<file path="config.mk">
export PLATFORM = sky130hd
export DESIGN_NAME = seg7_scan_ctrl
export DESIGN_NICKNAME = d
export VERILOG_FILES = /design/src/rtl/seg7_pkg.sv /design/src/rtl/scan_tick_gen.sv /design/src/rtl/seg7_scan_ctrl.sv
export SDC_FILE = /design/constraint.sdc
export NUM_CORES = 1
export LEC_CHECK = 0
export BUFFER_PORTS_ARGS = -buffer_cell sky130_fd_sc_hd__buf_2
export CORE_MARGIN = 2
export CORE_UTILIZATION = 50
export DETAILED_ROUTE_END_ITERATION = 10
export PLACE_DENSITY_LB_ADDON = 0.08
export SLEW_MARGIN = 20
export SYNTH_ARGS = -nofsm -noshare
export SYNTH_HDL_FRONTEND = slang
export SYNTH_SLANG_ARGS = --single-unit
</file>
<file path="constraint.sdc">
create_clock -name clk_50MHz -period 1.9 [get_ports clk_50MHz]
set_input_delay 0.095 -clock clk_50MHz [delete_from_list [all_inputs] [get_ports clk_50MHz]]
set_output_delay 0.095 -clock clk_50MHz [all_outputs]
set_load 0.03 [all_outputs]
</file>
<file path="src/rtl/seg7_pkg.sv">
// seg7_pkg: shared types and constants for the Nexys2 seven-segment scan controller.
//   state_t   - scan FSM states (BLANK: all anodes off, DRIVE: one digit lit)
//   SEG_TABLE - hex nibble to active-low {g,f,e,d,c,b,a} cathode pattern
//   SEG_OFF   - all cathodes off
//   AN_OFF    - all anodes off
package seg7_pkg;

  typedef enum logic {
    BLANK = 1'b0,
    DRIVE = 1'b1
  } state_t;

  localparam logic [6:0] SEG_OFF = 7'h7F;
  localparam logic [3:0] AN_OFF  = 4'hF;

  // Entry 15 is the leftmost element of the concatenation.
  localparam logic [15:0][6:0] SEG_TABLE = {
    7'h0E, 7'h06, 7'h21, 7'h46,   // F E d C
    7'h03, 7'h08, 7'h10, 7'h00,   // b A 9 8
    7'h78, 7'h02, 7'h12, 7'h19,   // 7 6 5 4
    7'h30, 7'h24, 7'h79, 7'h40    // 3 2 1 0
  };

  function automatic logic [6:0] hex_to_seg(input logic [3:0] nib);
    return SEG_TABLE[nib];
  endfunction

endpackage

</file>
<file path="src/rtl/scan_tick_gen.sv">
// scan_tick_gen: free-running prescaler producing a one-clock enable pulse
// every TICK_DIV clocks (no derived clock).
//   i_clk   - system clock
//   i_rst_n - asynchronous active-low reset
//   o_tick  - high for one clock while the count sits at TICK_DIV-1
module scan_tick_gen #(
  parameter int TICK_DIV = 5000
) (
  input  logic i_clk,
  input  logic i_rst_n,
  output logic o_tick
);

  localparam int CNT_W = (TICK_DIV > 2) ? $clog2(TICK_DIV) : 1;

  logic [CNT_W-1:0] r_cnt;
  logic             w_wrap;

  assign w_wrap = (r_cnt == CNT_W'(TICK_DIV - 1));
  assign o_tick = w_wrap;

  always_ff @(posedge i_clk or negedge i_rst_n) begin
    if (!i_rst_n) begin
      r_cnt <= '0;
    end else if (w_wrap) begin
      r_cnt <= '0;
    end else begin
      r_cnt <= r_cnt + 1'b1;
    end
  end

endmodule

</file>
<file path="src/rtl/seg7_scan_ctrl.sv">
// seg7_scan_ctrl: round-robin scan controller for a 4-digit common-anode
// seven-segment display, with a blanking gap before every digit and
// frame-synchronous update of the displayed value.
//   clk_50MHz   - system clock
//   rst_n       - asynchronous active-low reset
//   value_in    - four hex nibbles, [3:0] is digit 0 (rightmost)
//   dp_in       - decimal point request per digit, 1 = lit
//   load        - one-cycle strobe capturing value_in/dp_in into the pending buffer
//   digit_en    - live per-digit enable, 0 keeps that digit dark
//   an          - anode drive, active-low
//   seg         - cathodes {g,f,e,d,c,b,a}, active-low
//   dp          - decimal point cathode, active-low
//   frame_start - one-clock pulse when digit 0 enters DRIVE
module seg7_scan_ctrl #(
  parameter int TICK_DIV    = 5000,
  parameter int DRIVE_TICKS = 19,
  parameter int BLANK_TICKS = 1
) (
  input  logic        clk_50MHz,
  input  logic        rst_n,
  input  logic [15:0] value_in,
  input  logic [3:0]  dp_in,
  input  logic        load,
  input  logic [3:0]  digit_en,
  output logic [3:0]  an,
  output logic [6:0]  seg,
  output logic        dp,
  output logic        frame_start
);

  import seg7_pkg::*;

  localparam int PH_MAX = (DRIVE_TICKS > BLANK_TICKS) ? DRIVE_TICKS : BLANK_TICKS;
  localparam int PH_W   = $clog2(PH_MAX + 1);

  logic            w_tick;
  state_t          r_state, w_state_nxt;
  logic [1:0]      r_idx, w_idx_nxt;
  logic [PH_W-1:0] r_phase, w_phase_nxt;
  logic            w_frame_entry;

  logic [15:0]     r_act_val, r_pend_val;
  logic [3:0]      r_act_dp, r_pend_dp;
  logic            r_pend_vld;

  logic [3:0]      r_an;
  logic [6:0]      r_seg;
  logic            r_dp;
  logic            r_frame_start;
  logic [3:0]      w_nib;

  scan_tick_gen #(
    .TICK_DIV(TICK_DIV)
  ) u_tick (
    .i_clk  (clk_50MHz),
    .i_rst_n(rst_n),
    .o_tick (w_tick)
  );

  // ---- scan FSM: state register ----
  always_ff @(posedge clk_50MHz or negedge rst_n) begin
    if (!rst_n) begin
      r_state <= BLANK;
      r_idx   <= 2'd0;
      r_phase <= '0;
    end else begin
      r_state <= w_state_nxt;
      r_idx   <= w_idx_nxt;
      r_phase <= w_phase_nxt;
    end
  end

  // ---- scan FSM: next state, only moves on a prescaler tick ----
  always_comb begin
    w_state_nxt   = r_state;
    w_idx_nxt     = r_idx;
    w_phase_nxt   = r_phase;
    w_frame_entry = 1'b0;
    if (w_tick) begin
      case (r_state)
        BLANK: begin
          if (r_phase == PH_W'(BLANK_TICKS - 1)) begin
            w_state_nxt   = DRIVE;
            w_phase_nxt   = '0;
            w_frame_entry = (r_idx == 2'd0);
          end else begin
            w_phase_nxt = r_phase + 1'b1;
          end
        end
        DRIVE: begin
          if (r_phase == PH_W'(DRIVE_TICKS - 1)) begin
            w_state_nxt = BLANK;
            w_idx_nxt   = r_idx + 2'd1;
            w_phase_nxt = '0;
          end else begin
            w_phase_nxt = r_phase + 1'b1;
          end
        end
        default: begin
          w_state_nxt = BLANK;
        end
      endcase
    end
  end

  // ---- shadow registers: pending buffer and frame-synchronous active copy ----
  // On the frame boundary the active copy takes whatever was pending before
  // this clock; a load landing on the same clock re-arms pending for the next frame.
  always_ff @(posedge clk_50MHz or negedge rst_n) begin
    if (!rst_n) begin
      r_pend_val <= '0;
      r_pend_dp  <= '0;
      r_pend_vld <= 1'b0;
      r_act_val  <= '0;
      r_act_dp   <= '0;
    end else begin
      if (w_frame_entry && r_pend_vld) begin
        r_act_val  <= r_pend_val;
        r_act_dp   <= r_pend_dp;
        r_pend_vld <= 1'b0;
      end
      if (load) begin
        r_pend_val <= value_in;
        r_pend_dp  <= dp_in;
        r_pend_vld <= 1'b1;
      end
    end
  end

  assign w_nib = r_act_val[{r_idx, 2'b00} +: 4];

  // ---- registered outputs, one clock behind state/idx/active ----
  always_ff @(posedge clk_50MHz or negedge rst_n) begin
    if (!rst_n) begin
      r_an          <= AN_OFF;
      r_seg         <= SEG_OFF;
      r_dp          <= 1'b1;
      r_frame_start <= 1'b0;
    end else begin
      r_frame_start <= w_frame_entry;
      if (r_state == DRIVE) begin
        r_an  <= digit_en[r_idx] ? ~(4'b0001 << r_idx) : AN_OFF;
        r_seg <= hex_to_seg(w_nib);
        r_dp  <= ~r_act_dp[r_idx];
      end else begin
        r_an  <= AN_OFF;
        r_seg <= SEG_OFF;
        r_dp  <= 1'b1;
      end
    end
  end

  assign an          = r_an;
  assign seg         = r_seg;
  assign dp          = r_dp;
  assign frame_start = r_frame_start;

endmodule

</file>
==> summary.md, run 1 <==
### Run status
* outcome: completed

### Synthesis
* xor/xnor share of the synthesized area: 2.82%
* fraction of the yosys area taken by sequential cells: 55.4%
* share of the synthesized area in compound gates (AO/OA/AOI/OAI): 4.14%
* portion of netlist area occupied by mux cells: 19.6%
* post-synthesis cell type count: 37
* leading area contributor after synthesis: dfrtp_1
* nets in the synthesized netlist: 299
* simple-gate area share of the yosys netlist: 10.6%
* dominant combinational cell family by area after synthesis: multiplexers
* register bit count reported by yosys: 75
* area share of fa/ha/maj cells after synthesis: 5.13%
* Yosys top cell area share: 46.2%
* Avg Synthesized Cell Area: 13.2 sq um
* cell area after synthesis: 0.00341 sq mm
* gate count of the mapped netlist: 258
* top area cells in the synthesized netlist: dfrtp_1, mux2_2, dfstp_2
* Ys Warns: 0

### Cells and area
* Ant. Diodes: 0
* Non-Filler Instances: 433
* area of all sequential standard cells: 0.00189 sq mm
* area added between synthesis and finish: 27.9%
* most common cell after layout, fill and taps aside: dfrtp_1
* area of combinational cells with multiple inputs: 0.00151 sq mm
* commonest cells after routing, fill and taps aside: dfrtp_1, mux2_2, buf_2
* number of fill cells in the layout: 514
* final layout net count: 389
* layout cells sized above 1: 45.0%

### STA
* crit share post-route: 95.0%
* total negative slack for setup checks: 0 ns
* Max-slew headroom: 67.7%
* setup skew after layout: 0.0111 ns
* final period demand of the worst path: 1.81 ns
* number of slew-limit violations in the final report: 0
* Worst Max-Slew Pin Slew: 0.485 ns
* crit path setup slack, layout: 0.0942 ns
* count of endpoints failing hold in the final timing report: 0
* final-report setup violation count: 0
* highest attainable clock frequency: 554 MHz

### Placement
* minimum setup slack after placement: 0.0395 ns
* weighted congestion reported at the end of routability-driven placement: 0.844
* total instance count after detailed placement: 392
* number of buffer cells added on primary ports: 39
* post-detail-place hpwl: 4090 um

### Pwr
* net switching fraction of the power: 24.6%
* total power per unit cell area: 676 mW/mm^2
* proportion of power drawn by the clock network: 38.7%
* internal power: 2.22 mW
* logic gate share of total power: 5.1%
* Power Total: 2.95 mW
* share of power burned in registers: 56.3%
* Pleak: 1.99 nW
* Peak supply drop: 485 uV
* switching power of the nets: 0.726 mW

### Drt
* number of vias in the routed layout: 2271
* count of routing violations after the opening detailed-route iteration: 103
* final antenna-violating net count: 0
* number of optimization iterations in the first detailed-route pass: 4
* DRC violation count after routing: 0
* mean routed wirelength per cell: 14.4 um
* vias per inst: 5.24
* wire length reported by the detailed router: 6220 um

### Floorplanning
* Starting Density: 50.8%
* I/O pin total: 40
* Placeable Area: 0.00672 sq mm
* Chip Height: 86.6 um
* number of cell rows: 30
* overall die area: 0.00751 sq mm
* die width: 86.6 um

### GRT
* global-route total usage across every layer: 18.1%
* Overflow after GRT: 0
* via count of the first global-routing pass: 2151
* initial antenna violation count: 0
* wire length of the first global-routing pass: 10400 um
* maximum number of pins on one net before global-route repair: 76

### Worst setup path
* type of element capturing the critical path: flip-flop
* maximum fanout encountered on the critical timing path: 4
* CP max-delay cell: or4b_4
* Worst setup SP type: flip-flop
* arrival time at the worst endpoint: 2.03 ns
* list of cells traversed by the critical path: or4b_4 > nor4_4 > nand3_2 > mux2_1
* Crit Path Category: reg -> reg
* required time of the critical path: 2.13 ns
* Worst path max stage delay: 0.51 ns

### CTS
* worst-skew pair later-pin latency: 0.35 ns
* CTS HTree Levels: 3
* CTS buffer count: 9
* total number of clock tree sinks: 75
* clock root buffer: clkbuf_8
* CTS tree: built
* clock-pin slew reported for the worst setup and hold paths after clock tree synthesis: 0.08 ns
* clock buffer depth: 2

### Hold path
* Hold Path Class: in -> reg

### Run
* count of maximum capacitance violations: 0

## state kept, by name (all words and copies together) (netlist names)
| name | count |
|---|---|
| r_act_dp | 4 |
| r_phase | 5 |
| r_act_val | 16 |
| an | 4 |
| r_pend_val | 16 |
| r_pend_dp | 4 |
| frame_start | 1 |
| dp | 1 |
| r_pend_vld | 1 |
| r_state | 1 |
| seg | 7 |
| u_tick.r_cnt | 13 |
| r_idx | 2 |
## power by group through the flow
stage | sequential (mW) | clock, mW | combinational [mW]
after detailed placement | 1.69 | 0 | 0.122
after CTS | 1.66 | 1.18 | 0.153
after global routing | 1.67 | 1.24 | 0.167
after floorplan | 1.68 | 0 | 0.0529
after global placement | 1.69 | 0 | 0.119
final | 1.66 | 1.14 | 0.149
## cells in the mapped netlist
| cell | instances |
|---|---|
| clkbuf_1 | 8 |
| and3_1 | 1 |
| nor2_1 | 11 |
| a21oi_1 | 2 |
| mux2_1 | 1 |
| nor2b_1 | 2 |
| or4b_1 | 1 |
| and4_1 | 3 |
| mux2i_1 | 4 |
| nand4_1 | 4 |
| ha_1 | 14 |
| dfrtp_1 | 63 |
| o21ai_0 | 6 |
| and2_1 | 5 |
| a21boi_0 | 2 |
| xor2_1 | 5 |
| o2bb2ai_1 | 1 |
| o211ai_1 | 4 |
| nor4_4 | 1 |
| or4b_4 | 1 |
| inv_1 | 10 |
| mux4_2 | 6 |
| a22o_1 | 1 |
| nand3_1 | 11 |
| buf_2 | 2 |
| nand3_2 | 1 |
| nor4bb_1 | 2 |
| nand2_1 | 16 |
| a22oi_1 | 1 |
| nor3b_1 | 3 |
| xnor2_1 | 6 |
| mux2_2 | 43 |
| o21bai_1 | 1 |
| nand2b_1 | 1 |
| a31oi_1 | 1 |
| o311ai_0 | 2 |
| dfstp_2 | 12 |
## what timing repair did
| action | CTS | global route |
|---|---|---|
| hold buffers | 20 | 0 |
| setup buffers | 0 | 4 |
| endpoints found under the hold margin | 82 | 0 |
| gates resized for setup | 0 | 15 |
| setup endpoints to repair | 0 | 31 |
## per-stage QoR
step	hold WS (ns)	instance area (sq um)	util (%)
2_1_floorplan	-0.201	3420	-
3_3_place_gp	0.161	3890	57.8
3_5_place_dp	0.156	3890	57.8
4_1_cts	0.00264	4270	63.5
5_1_grt	0.00106	4370	65.0
6_report	0.0159	4370	65.0
## worst paths after layout
check / start / to / slack [ns] / depth (start not counted)
max in group asynchronous: rst_n / seg[5] / 1.26 / 3
setup reg to reg: u_tick.r_cnt[11] / r_idx[1] / 0.09 / 4
min in group asynchronous: rst_n / r_phase[3] / 0.30 / 3
setup / recovery: u_tick.r_cnt[11] / r_idx[1] / 0.09 / 4
hold / removal: value_in[15] / r_pend_val[15] / 0.02 / 2
hold reg to reg: u_tick.r_cnt[0] / u_tick.r_cnt[0] / 0.46 / 1
## area by class of cell
class                      count  area share (%)
clock buffer                   9            2.84
multi-input combinational    164            34.5
clock inverter                 7            1.35
inverter                      10           0.860
tap                           80            2.29
sequential                    75            43.4
timing repair buffer          88            14.8
## worst max-delay path, delay by kind of cell, from the launching register on
family	cells	cell delay, ns
and+or+nand+nor	3	0.95
DFF	1	0.43
muxes	1	0.31
## logic make-up (layout without fill, tap and decap cells)
| group | count (synthesis) | count (layout) |
|---|---|---|
| DFF | 75 | 75 |
| and+or+nand+nor | 63 | 63 |
| muxes | 54 | 55 |
| AOI/OAI and AO/OA | 21 | 21 |
| xor gates and xnor gates | 11 | 11 |
| adders and majority gates | 14 | 14 |
| buffers and inverters | 20 | 114 |
## metal layers
metal / up-vias / GRT usage [%] / part of all wire [%]
li1: 1102 / - / -
met1: 1114 / 25.8 / 51
met2: 42 / 26.3 / 44
met3: 13 / 4.19 / 3.0
met4: 0 / 8.38 / 1.9
met5: - / 0 / 0
Power figures use the tool's default switching activity.
==> inputs of run 2 (changes only) <==
--- a/config.mk
+++ b/config.mk
@@ -7,7 +7,7 @@
 export LEC_CHECK = 0
 export BUFFER_PORTS_ARGS = -buffer_cell sky130_fd_sc_hd__buf_2
 export CORE_MARGIN = 2
-export CORE_UTILIZATION = 50
+export CORE_UTILIZATION = 35
 export DETAILED_ROUTE_END_ITERATION = 10
 export PLACE_DENSITY_LB_ADDON = 0.08
 export SLEW_MARGIN = 20
==> summary.md, run 2 (synthesized netlist as in run 1, its figures left out) <==
### Run status
* outcome: completed, unchanged

### Cells and area
* Non-Filler Instances: 494, was 433
* area added between synthesis and finish: 34.4%, was 27.9%
* registers with the most flip-flops: r_act_val (16), r_pend_val (16), u_tick.r_cnt (13), unchanged
* utilization of the core after routing: 47.6%, was 65.0%
* layout cells sized above 1: 47.9%, was 45.0%
* Ant. Diodes: 0, unchanged
* commonest cells after routing, fill and taps aside: dfrtp_1, mux2_2, buf_2, unchanged
* most common cell after layout, fill and taps aside: dfrtp_1, unchanged
* final layout net count: 397, was 389

### Worst setup path
* Worst setup SP type: flip-flop, unchanged
* R2R Path End: seg[3], was r_idx[1]
* flop-to-flop setup slack: 0.02 ns, was 0.09 ns
* arrival time at the worst endpoint: 2.15 ns, was 2.03 ns
* type of element capturing the critical path: flip-flop, unchanged
* required time of the critical path: 2.17 ns, was 2.13 ns
* maximum fanout encountered on the critical timing path: 5, was 4
* depth of the worst register-to-register path: 6, was 4
* Reg-to-Reg Start: r_idx[0], was u_tick.r_cnt[11]
* Crit Path Category: reg -> reg, unchanged

### CTS
* CTS tree: built, unchanged
* CTS buffer count: 9, unchanged
* worst-skew pair later-pin latency: 0.35 ns, about the same
* CTS HTree Levels: 3, unchanged
* total number of clock tree sinks: 75, unchanged
* clock root buffer: clkbuf_8, unchanged
* clock-pin slew reported for the worst setup and hold paths after clock tree synthesis: 0.08 ns, about the same
* clock buffer depth: 2, unchanged

### Placement
* number of buffer cells added on primary ports: 39, unchanged
* post-detail-place hpwl: 4360 um, was 4090 um
* weighted congestion reported at the end of routability-driven placement: 0.766, was 0.844
* minimum setup slack after placement: -0.100 ns, was 0.0395 ns
* total instance count after detailed placement: 445, was 392

### GRT
* Overflow after GRT: 0, unchanged
* via count of the first global-routing pass: 2254, was 2151
* wire length of the first global-routing pass: 10900 um, was 10400 um
* initial antenna violation count: 0, unchanged
* maximum number of pins on one net before global-route repair: 47, was 76
* global-route total usage across every layer: 13.5%, was 18.1%

### STA
* highest attainable clock frequency: 532 MHz, was 554 MHz
* Max-slew headroom: 66.0%, was 67.7%
* count of endpoints failing hold in the final timing report: 0, unchanged
* setup repair after global routing missed its margin: yes
* crit path setup slack, layout: 0.0220 ns, was 0.0942 ns
* crit share post-route: 98.8%, was 95.0%
* final-report setup violation count: 0, unchanged
* setup skew after layout: 0.0136 ns, was 0.0111 ns
* number of slew-limit violations in the final report: 0, unchanged
* total negative slack for setup checks: 0 ns, unchanged
* final period demand of the worst path: 1.88 ns, was 1.81 ns
* Worst Max-Slew Pin Slew: 0.510 ns, was 0.485 ns

### Pwr
* Peak supply drop: 309 uV, was 485 uV
* total power per unit cell area: 665 mW/mm^2, was 676 mW/mm^2
* Power Total: 3.05 mW, was 2.95 mW
* Pleak: 2.07 nW, was 1.99 nW

### Floorplanning
* I/O pin total: 40, unchanged
* Chip Height: 103 um, was 86.6 um
* Starting Density: 35.4%, was 50.8%
* number of cell rows: 36, was 30
* die width: 103 um, was 86.6 um
* overall die area: 0.0106 sq mm, was 0.00751 sq mm
* Placeable Area: 0.00964 sq mm, was 0.00672 sq mm

### Drt
* final antenna-violating net count: 0, unchanged
* count of routing violations after the opening detailed-route iteration: 73, was 103
* DRC violation count after routing: 0, unchanged
* mean routed wirelength per cell: 13.5 um, was 14.4 um
* number of vias in the routed layout: 2326, was 2271
* vias per inst: 4.71, was 5.24
* wire length reported by the detailed router: 6670 um, was 6220 um
* number of optimization iterations in the first detailed-route pass: 5, was 4

### Run
* count of maximum capacitance violations: 0, unchanged

### Hold path
* Hold Path Class: in -> async, was in -> reg

==> run 2: changes by cell type in the layout (fill, tap and decap cells not counted), sizes merged <==
cell         before  now
mux4              7    6
clkinv            2    4
inv              14   12
bufinv            0    1
dlygate4sd3      20   21
clkbuf            9   11
clkinvlp          1    0
buf              68   74
==> run 2: critical path, stage by stage (launching register included) <==
cell and delay [ns]:
dfrtp_2 0.45, mux4_2 0.66, inv_4 0.13, ha_4 0.20, mux2i_1 0.14, nor3b_1 0.06
a31oi_1 0.16
==> run 2: layout make-up <==
cell class | count | area, sq um
clock inverters | 7 | 75.1
fillers | 909 | 5050
repair buffers | 97 | 762
inverters | 10 | 42.5
clock buffers | 9 | 124
flip-flops and latches | 75 | 1890
multi-input cells | 163 | 1530
well taps | 133 | 166
==> run 2: worst max path at each step <==
stage                    startpoint               end  slack (ns)  cells past startpoint
floorplan           u_tick.r_cnt[4]          r_idx[1]       0.002                      4
global placement           r_idx[0]            seg[6]       -0.09                      5
detailed placement         r_idx[0]            seg[6]       -0.10                      5
CTS                        r_idx[0]            seg[6]      -0.009                      5
global route        u_tick.r_cnt[3]  u_tick.r_cnt[12]       -0.06                      6
finish                     r_idx[0]            seg[3]        0.02                      6
==> run 2: per-layer routing <==
| metal | global-route usage [%] | up-vias | share of wire (%) |
|---|---|---|---|
| met5 | 0 | - | 0 |
| met4 | 6.28 | 0 | 1.3 |
| met3 | 3.32 | 9 | 2.8 |
| met2 | 19.1 | 37 | 45 |
| met1 | 19.7 | 1160 | 51 |
| li1 | - | 1120 | - |
==> run 2: repair_timing <==
| item | in CTS | in global routing |
|---|---|---|
| hold buffers | 21 | 0 |
| buffers inserted | 0 | 9 |
| setup endpoints to repair | 6 | 30 |
| endpoints found under the hold margin | 49 | 0 |
| gates resized for setup | 4 | 30 |
| pin swaps | 0 | 7 |
| gates cloned | 0 | 3 |
==> run 2: where the power goes <==
group	internal, mW	switching, mW	leakage, nW
Sequential	1.64	0.0208	0.938
Combinational	0.0909	0.0610	1.03
Clock	0.616	0.627	0.104
Total	2.35	0.709	2.07
==> run 2: stage by stage <==
stage | hold slack, ns | instance area (sq um)
after floorplan | -0.201 | 3420
after global placement | 0.0675 | 3960
after detailed placement | 0.0605 | 3960
after CTS | 0.238 | 4370
after global routing | 0.261 | 4590
final | 0.221 | 4590
